--- config.mk ---
export PLATFORM = sky130hd
export DESIGN_NAME = mul_rs
export DESIGN_NICKNAME = d
export VERILOG_FILES = /design/src/rtl/rv32i_types.sv /design/src/rtl/mul_rs_wakeup.sv /design/src/rtl/mul_rs.sv
export SDC_FILE = /design/constraint.sdc
export NUM_CORES = 1
export LEC_CHECK = 0
export ABC_AREA = 1
export BUFFER_PORTS_ARGS = -buffer_cell sky130_fd_sc_hd__buf_2
export CAP_MARGIN = 20
export CORE_MARGIN = 1
export CORE_UTILIZATION = 33
export CTS_BUF_LIST = sky130_fd_sc_hd__clkbuf_8
export DETAILED_ROUTE_END_ITERATION = 6
export PLACE_DENSITY = 0.56
export SYNTH_ARGS = -nofsm -noshare
export SYNTH_HDL_FRONTEND = slang
export SYNTH_SLANG_ARGS = --single-unit
export TNS_END_PERCENT = 100
--- constraint.sdc ---
create_clock -name clk -period 2.6 [get_ports clk]
set_input_delay 0.39 -clock clk [delete_from_list [all_inputs] [get_ports clk]]
set_output_delay 0.39 -clock clk [all_outputs]
set_load 0.05 [all_outputs]
--- src/rtl/rv32i_types.sv ---
// Shared RV32I/OoO core types: physical register width, multiply funct3 codes,
// reservation-station entry and common-data-bus broadcast formats.
package rv32i_types;

    localparam int PR_W  = 6;
    localparam int ROB_W = 4;

    localparam logic [2:0] mult_div_op_mul    = 3'b000;
    localparam logic [2:0] mult_div_op_mulh   = 3'b001;
    localparam logic [2:0] mult_div_op_mulhsu = 3'b010;
    localparam logic [2:0] mult_div_op_mulhu  = 3'b011;

    typedef struct packed {
        logic [2:0]       funct3;
        logic [ROB_W-1:0] rob_id;
        logic [4:0]       rd_addr;
        logic [PR_W-1:0]  pd_addr;
        logic [PR_W-1:0]  ps1_addr;
        logic [PR_W-1:0]  ps2_addr;
        logic             ps1_ready;
        logic             ps2_ready;
    } rs_entry_t;

    typedef struct packed {
        logic            ready;
        logic [PR_W-1:0] pr_dest;
    } cdb_t;

    // Physical register 0 is hardwired and therefore always available.
    function automatic logic pr_is_zero(input logic [PR_W-1:0] addr);
        return (addr == {PR_W{1'b0}});
    endfunction

endpackage

--- src/rtl/mul_rs_wakeup.sv ---
// Source-operand wakeup: marks ps1/ps2 ready when any CDB port broadcasts
// the matching physical tag. Pure combinational, one instance per slot.
module mul_rs_wakeup
    import rv32i_types::*;
#(
    parameter int CDB_PORTS = 2
) (
    input  rs_entry_t entry_in,
    input  cdb_t      cdb [CDB_PORTS],
    output rs_entry_t entry_out
);

    logic hit1_s;
    logic hit2_s;

    // Tag match against every broadcast port, OR-reduced per source.
    always_comb begin
        hit1_s = 1'b0;
        hit2_s = 1'b0;
        for (int p = 0; p < CDB_PORTS; p++) begin
            hit1_s = hit1_s | (cdb[p].ready & (cdb[p].pr_dest == entry_in.ps1_addr));
            hit2_s = hit2_s | (cdb[p].ready & (cdb[p].pr_dest == entry_in.ps2_addr));
        end
        entry_out           = entry_in;
        entry_out.ps1_ready = entry_in.ps1_ready | hit1_s;
        entry_out.ps2_ready = entry_in.ps2_ready | hit2_s;
    end

endmodule

--- src/rtl/mul_rs.sv ---
// Multiply reservation station: collapsing age-ordered queue with CDB wakeup,
// oldest-ready select and issue handshake towards the multiply ALU.
module mul_rs
    import rv32i_types::*;
#(
    parameter int DEPTH     = 4,
    parameter int CDB_PORTS = 2
) (
    input  logic            clk,
    input  logic            rst,
    input  logic            flush,
    input  logic            dispatch_valid,
    input  rs_entry_t       dispatch_entry,
    output logic            dispatch_ready,
    input  cdb_t            cdb [CDB_PORTS],
    output logic            rs_entry_valid,
    output rs_entry_t       rs_entry_dout,
    input  logic            alu_ready,
    output logic [PR_W-1:0] ps1_addr,
    output logic [PR_W-1:0] ps2_addr
);

    localparam int CW = $clog2(DEPTH + 1);
    localparam int SW = $clog2(DEPTH);

    logic [CW-1:0]    count_r;
    logic [CW-1:0]    count_next_s;
    logic [CW-1:0]    ins_idx_s;
    logic [SW-1:0]    sel_idx_s;
    logic [DEPTH-1:0] valid_r;
    logic [DEPTH-1:0] valid_next_s;
    logic [DEPTH-1:0] valid_shift_s;
    logic [DEPTH-1:0] rdy_vec_s;
    logic             dispatch_ready_r;
    logic             sel_found_s;
    logic             issue_s;
    logic             dispatch_fire_s;
    rs_entry_t        entry_r      [DEPTH];
    rs_entry_t        entry_next_s [DEPTH];
    rs_entry_t        woken_s      [DEPTH+1];
    rs_entry_t        disp_in_s;

    // Index DEPTH of woken_s is the dispatch path (snoop-on-insert).
    for (genvar g = 0; g < DEPTH; g++) begin : g_wake
        mul_rs_wakeup #(.CDB_PORTS(CDB_PORTS)) u_wake (
            .entry_in  (entry_r[g]),
            .cdb       (cdb),
            .entry_out (woken_s[g])
        );
    end

    mul_rs_wakeup #(.CDB_PORTS(CDB_PORTS)) u_wake_disp (
        .entry_in  (disp_in_s),
        .cdb       (cdb),
        .entry_out (woken_s[DEPTH])
    );

    // Incoming op: sources naming p0 are ready regardless of rename's bits.
    always_comb begin
        disp_in_s           = dispatch_entry;
        disp_in_s.ps1_ready = dispatch_entry.ps1_ready | pr_is_zero(dispatch_entry.ps1_addr);
        disp_in_s.ps2_ready = dispatch_entry.ps2_ready | pr_is_zero(dispatch_entry.ps2_addr);
    end

    // Oldest-first priority encoder over registered ready bits only.
    always_comb begin
        sel_found_s = 1'b0;
        sel_idx_s   = {SW{1'b0}};
        for (int i = 0; i < DEPTH; i++) begin
            rdy_vec_s[i] = valid_r[i] & entry_r[i].ps1_ready & entry_r[i].ps2_ready;
        end
        for (int i = DEPTH - 1; i >= 0; i--) begin
            if (rdy_vec_s[i]) begin
                sel_found_s = 1'b1;
                sel_idx_s   = SW'(i);
            end else begin
                sel_found_s = sel_found_s;
            end
        end
    end

    assign issue_s         = sel_found_s & alu_ready;
    assign dispatch_fire_s = dispatch_valid & dispatch_ready_r;
    assign ins_idx_s       = issue_s ? (count_r - CW'(1)) : count_r;
    assign count_next_s    = count_r - CW'(issue_s) + CW'(dispatch_fire_s);
    assign valid_shift_s   = {1'b0, valid_r[DEPTH-1:1]};

    // Compose wakeup, collapse above the issued slot, and insert at the tail.
    always_comb begin
        for (int i = 0; i < DEPTH; i++) begin
            if (issue_s && (SW'(i) >= sel_idx_s)) begin
                entry_next_s[i] = woken_s[i+1];
                valid_next_s[i] = valid_shift_s[i];
            end else begin
                entry_next_s[i] = woken_s[i];
                valid_next_s[i] = valid_r[i];
            end
            if (dispatch_fire_s && (CW'(i) == ins_idx_s)) begin
                entry_next_s[i] = woken_s[DEPTH];
                valid_next_s[i] = 1'b1;
            end else begin
                valid_next_s[i] = valid_next_s[i];
            end
        end
    end

    // Occupancy state; flush behaves like reset for bookkeeping.
    always_ff @(posedge clk) begin
        if (rst || flush) begin
            count_r          <= {CW{1'b0}};
            valid_r          <= {DEPTH{1'b0}};
            dispatch_ready_r <= 1'b1;
        end else begin
            count_r          <= count_next_s;
            valid_r          <= valid_next_s;
            dispatch_ready_r <= (count_next_s < CW'(DEPTH));
        end
    end

    // Entry payload needs no reset: it is qualified by valid_r.
    always_ff @(posedge clk) begin
        entry_r <= entry_next_s;
    end

    assign dispatch_ready = dispatch_ready_r;
    assign rs_entry_valid = issue_s;
    assign rs_entry_dout  = entry_r[sel_idx_s];
    assign ps1_addr       = entry_r[sel_idx_s].ps1_addr;
    assign ps2_addr       = entry_r[sel_idx_s].ps2_addr;

endmodule

==> out/metrics.cfg <==
[synthesis]
yosys_warnings = 0
yosysSeqAreaShare = 0.404
synth_area_um2 = 9720
synth_area_per_cell_um2 = 7.02
synth_edf_count = 120
synth-seq-cells = 136
syn-instance-count = 1385
synth_ff_type = edfxtp_1
syn_nets = 1440
ys_types = 35
synthArstFlopShare = 0

[sta]
fin_worst_skew_ps = 14.8
worstMarginPinSlew_ps = 692
max_slew_margin = 0.538
fin_crit_ps = 2520
finalHoldViolCount = 0
hold-worst-slack_ps = 177
finalSetupViolations = 0
setup_ws_ps = 79.6
period_share = 0.969
tns_ps = 0
final_max_slew_viol_count = 0
fmaxAchievable_mhz = 397

[power]
swShare = 0.374
p_total_mw = 7.20
power.internal_mw = 4.51
pwr-share-comb = 0.314
p_sw_mw = 2.69
power.leakage_nw = 5.44
p_clk_frac = 0.296
power_density_nw_per_um2 = 632
pwr-share-seq = 0.390
ir_worst_vdd_uv = 273

[cells_and_area]
utilization = 0.395
finalNetCount = 1521
mostFrequentLayoutCells = nand2_1, inv_1, nor2_1, edfxtp_1, nand3_1
drive_gt1_frac = 0.166
area_delta_synth_final_pct = 17.3
instances_no_fill = 1865
layout_commonest_cell = nand2_1
final_area_um2 = 11400

[clock_network]
h-tree-depth = 4
clock-root-buffer = clkbuf_8
path_clk_slew_ps = 90
cts_hold_buf = 0
cts-buffers-inserted = 17
insertion_delay_ps = 470
cts_buffer_depth = 2
cts_sinks = 136
cts_tree = built

[worst_setup_path]
end_kind = primary output
critical_path_peak_fanout = 25
startpoint_type = flip-flop
required_ps = 2210
worstPathArrival_ps = 2130
crit_type = reg -> out

[global_route]
antenna_found_initial = 2
grt_max_degree = 51
grt_pass1_wl_um = 52300
grt_overflow = 0
grt.total_usage = 0.228
grt_pass1_vias = 9110

[floorplanning]
die_h_um = 174
fp.dieArea_um2 = 30100
fp.dieW_um = 174
ioPinCount = 97
core_um2 = 28900
core.rowCount = 62
start_util = 0.337

[run_status]
status = completed

[placement]
place_ws_ps = 266
place_area_um2 = 10500
gp_congestion = 0.939
dp_cells = 1823
hpwl_um = 23200
port_buffers = 96

[routing]
detail-route-antenna-nets = 0
wl_met1_um = 15500
via_per_inst = 5.16
drc = 0
wl_met2_um = 15400
vias = 9615
met3_length_um = 2940
finalWirelength_um = 34700
dr.pass1.iters = 6
dr.max_layer_used = met4
wire_per_inst_um = 18.6
dr.first_iter.drc_count = 951

[job]
cap_violations = 0

[min_path]
hold_path_class = in -> reg

[flip-flops by register name (all words and copies together) (netlist names)]
signal          flops
count_r             3
valid_r             4
entry_r           128
dispatch_ready      1
[critical path, cell delays in order, from the launching register on]
cell	delay, ps
dfxtp_1	420
nand3_4	130
nand2_4	120
nand2_4	90
nand2_4	160
clkbuf_16	240
a21oi_1	100
nor2_1	200
buf_6	190
[per-layer routing]
metal,vias to the layer above,track usage
met5,-,0
met4,0,0.0917
met3,61,0.0476
met2,415,0.350
met1,4525,0.313
li1,4614,-
[synth_stat cells, types with 11 or more instances]
library cell / n / area [µm²]
buf_2: 26 / 130
nand3_1: 113 / 566
nor2_1: 155 / 582
a21boi_1: 19 / 143
buf_6: 17 / 191
o21ai_0: 81 / 405
nand4_1: 18 / 113
a21oi_1: 82 / 410
dfxtp_1: 16 / 320
nand2_1: 451 / 1690
edfxtp_1: 120 / 3600
nand3_2: 12 / 120
inv_1: 147 / 552
clkbuf_1: 29 / 109
nor3_1: 11 / 55.1
xor2_1: 16 / 140
buf_4: 15 / 113
[logic make-up after synthesis]
logic type,count (synthesis),synth area share
buf+inv,243,0.116
xor+xnor,26,0.0234
compound gates,198,0.111
simple gates,778,0.340
flops,136,0.404
fa+ha+maj,4,0.00592
[area by class of cell]
type,instances,area (µm²)
Multi-Input combinational cell,1008,4840
Antenna cell,2,5.00
Tap cell,384,480
Fill cell,3094,17500
Clock inverter,12,196
Inverter,153,574
Sequential cell,136,3930
Clock buffer,20,275
Timing Repair Buffer,150,1100
[worst paths after layout]
check                                        startpoint                   endpoint  slack (ps)  cells past startpoint
worst max-delay path            valid_r[2]$_SDFFE_PP0P_          rs_entry_dout[21]          80                      8
worst min-delay path                                rst  dispatch_ready$_SDFF_PP1_         180                      3
worst max register to register    count_r[1]$_SDFF_PP0_      entry_r[17]$_DFFE_PP_         250                      9
worst min register to register  valid_r[3]$_SDFFE_PP0P_    valid_r[3]$_SDFFE_PP0P_         500                      2
[power by group through the flow]
stage,Sequential [mW],Combinational [mW],Clock [mW]
2_1_floorplan,2.79,1.57,0
3_3_place_gp,2.82,2.11,0
3_5_place_dp,2.82,2.12,0
4_1_cts,2.78,2.16,2.15
5_1_grt,2.83,2.43,2.25
6_report,2.81,2.26,2.13
[repair_timing]
item / CTS / global route
gates cloned: 1 / 2
pin swaps: 3 / 9
resized for setup: 27 / 91
setup buffers: 2 / 3
setup endpoints to repair: 42 / 42
endpoints found under the hold margin: 0 / 0
(Power assumes the default switching activity.)
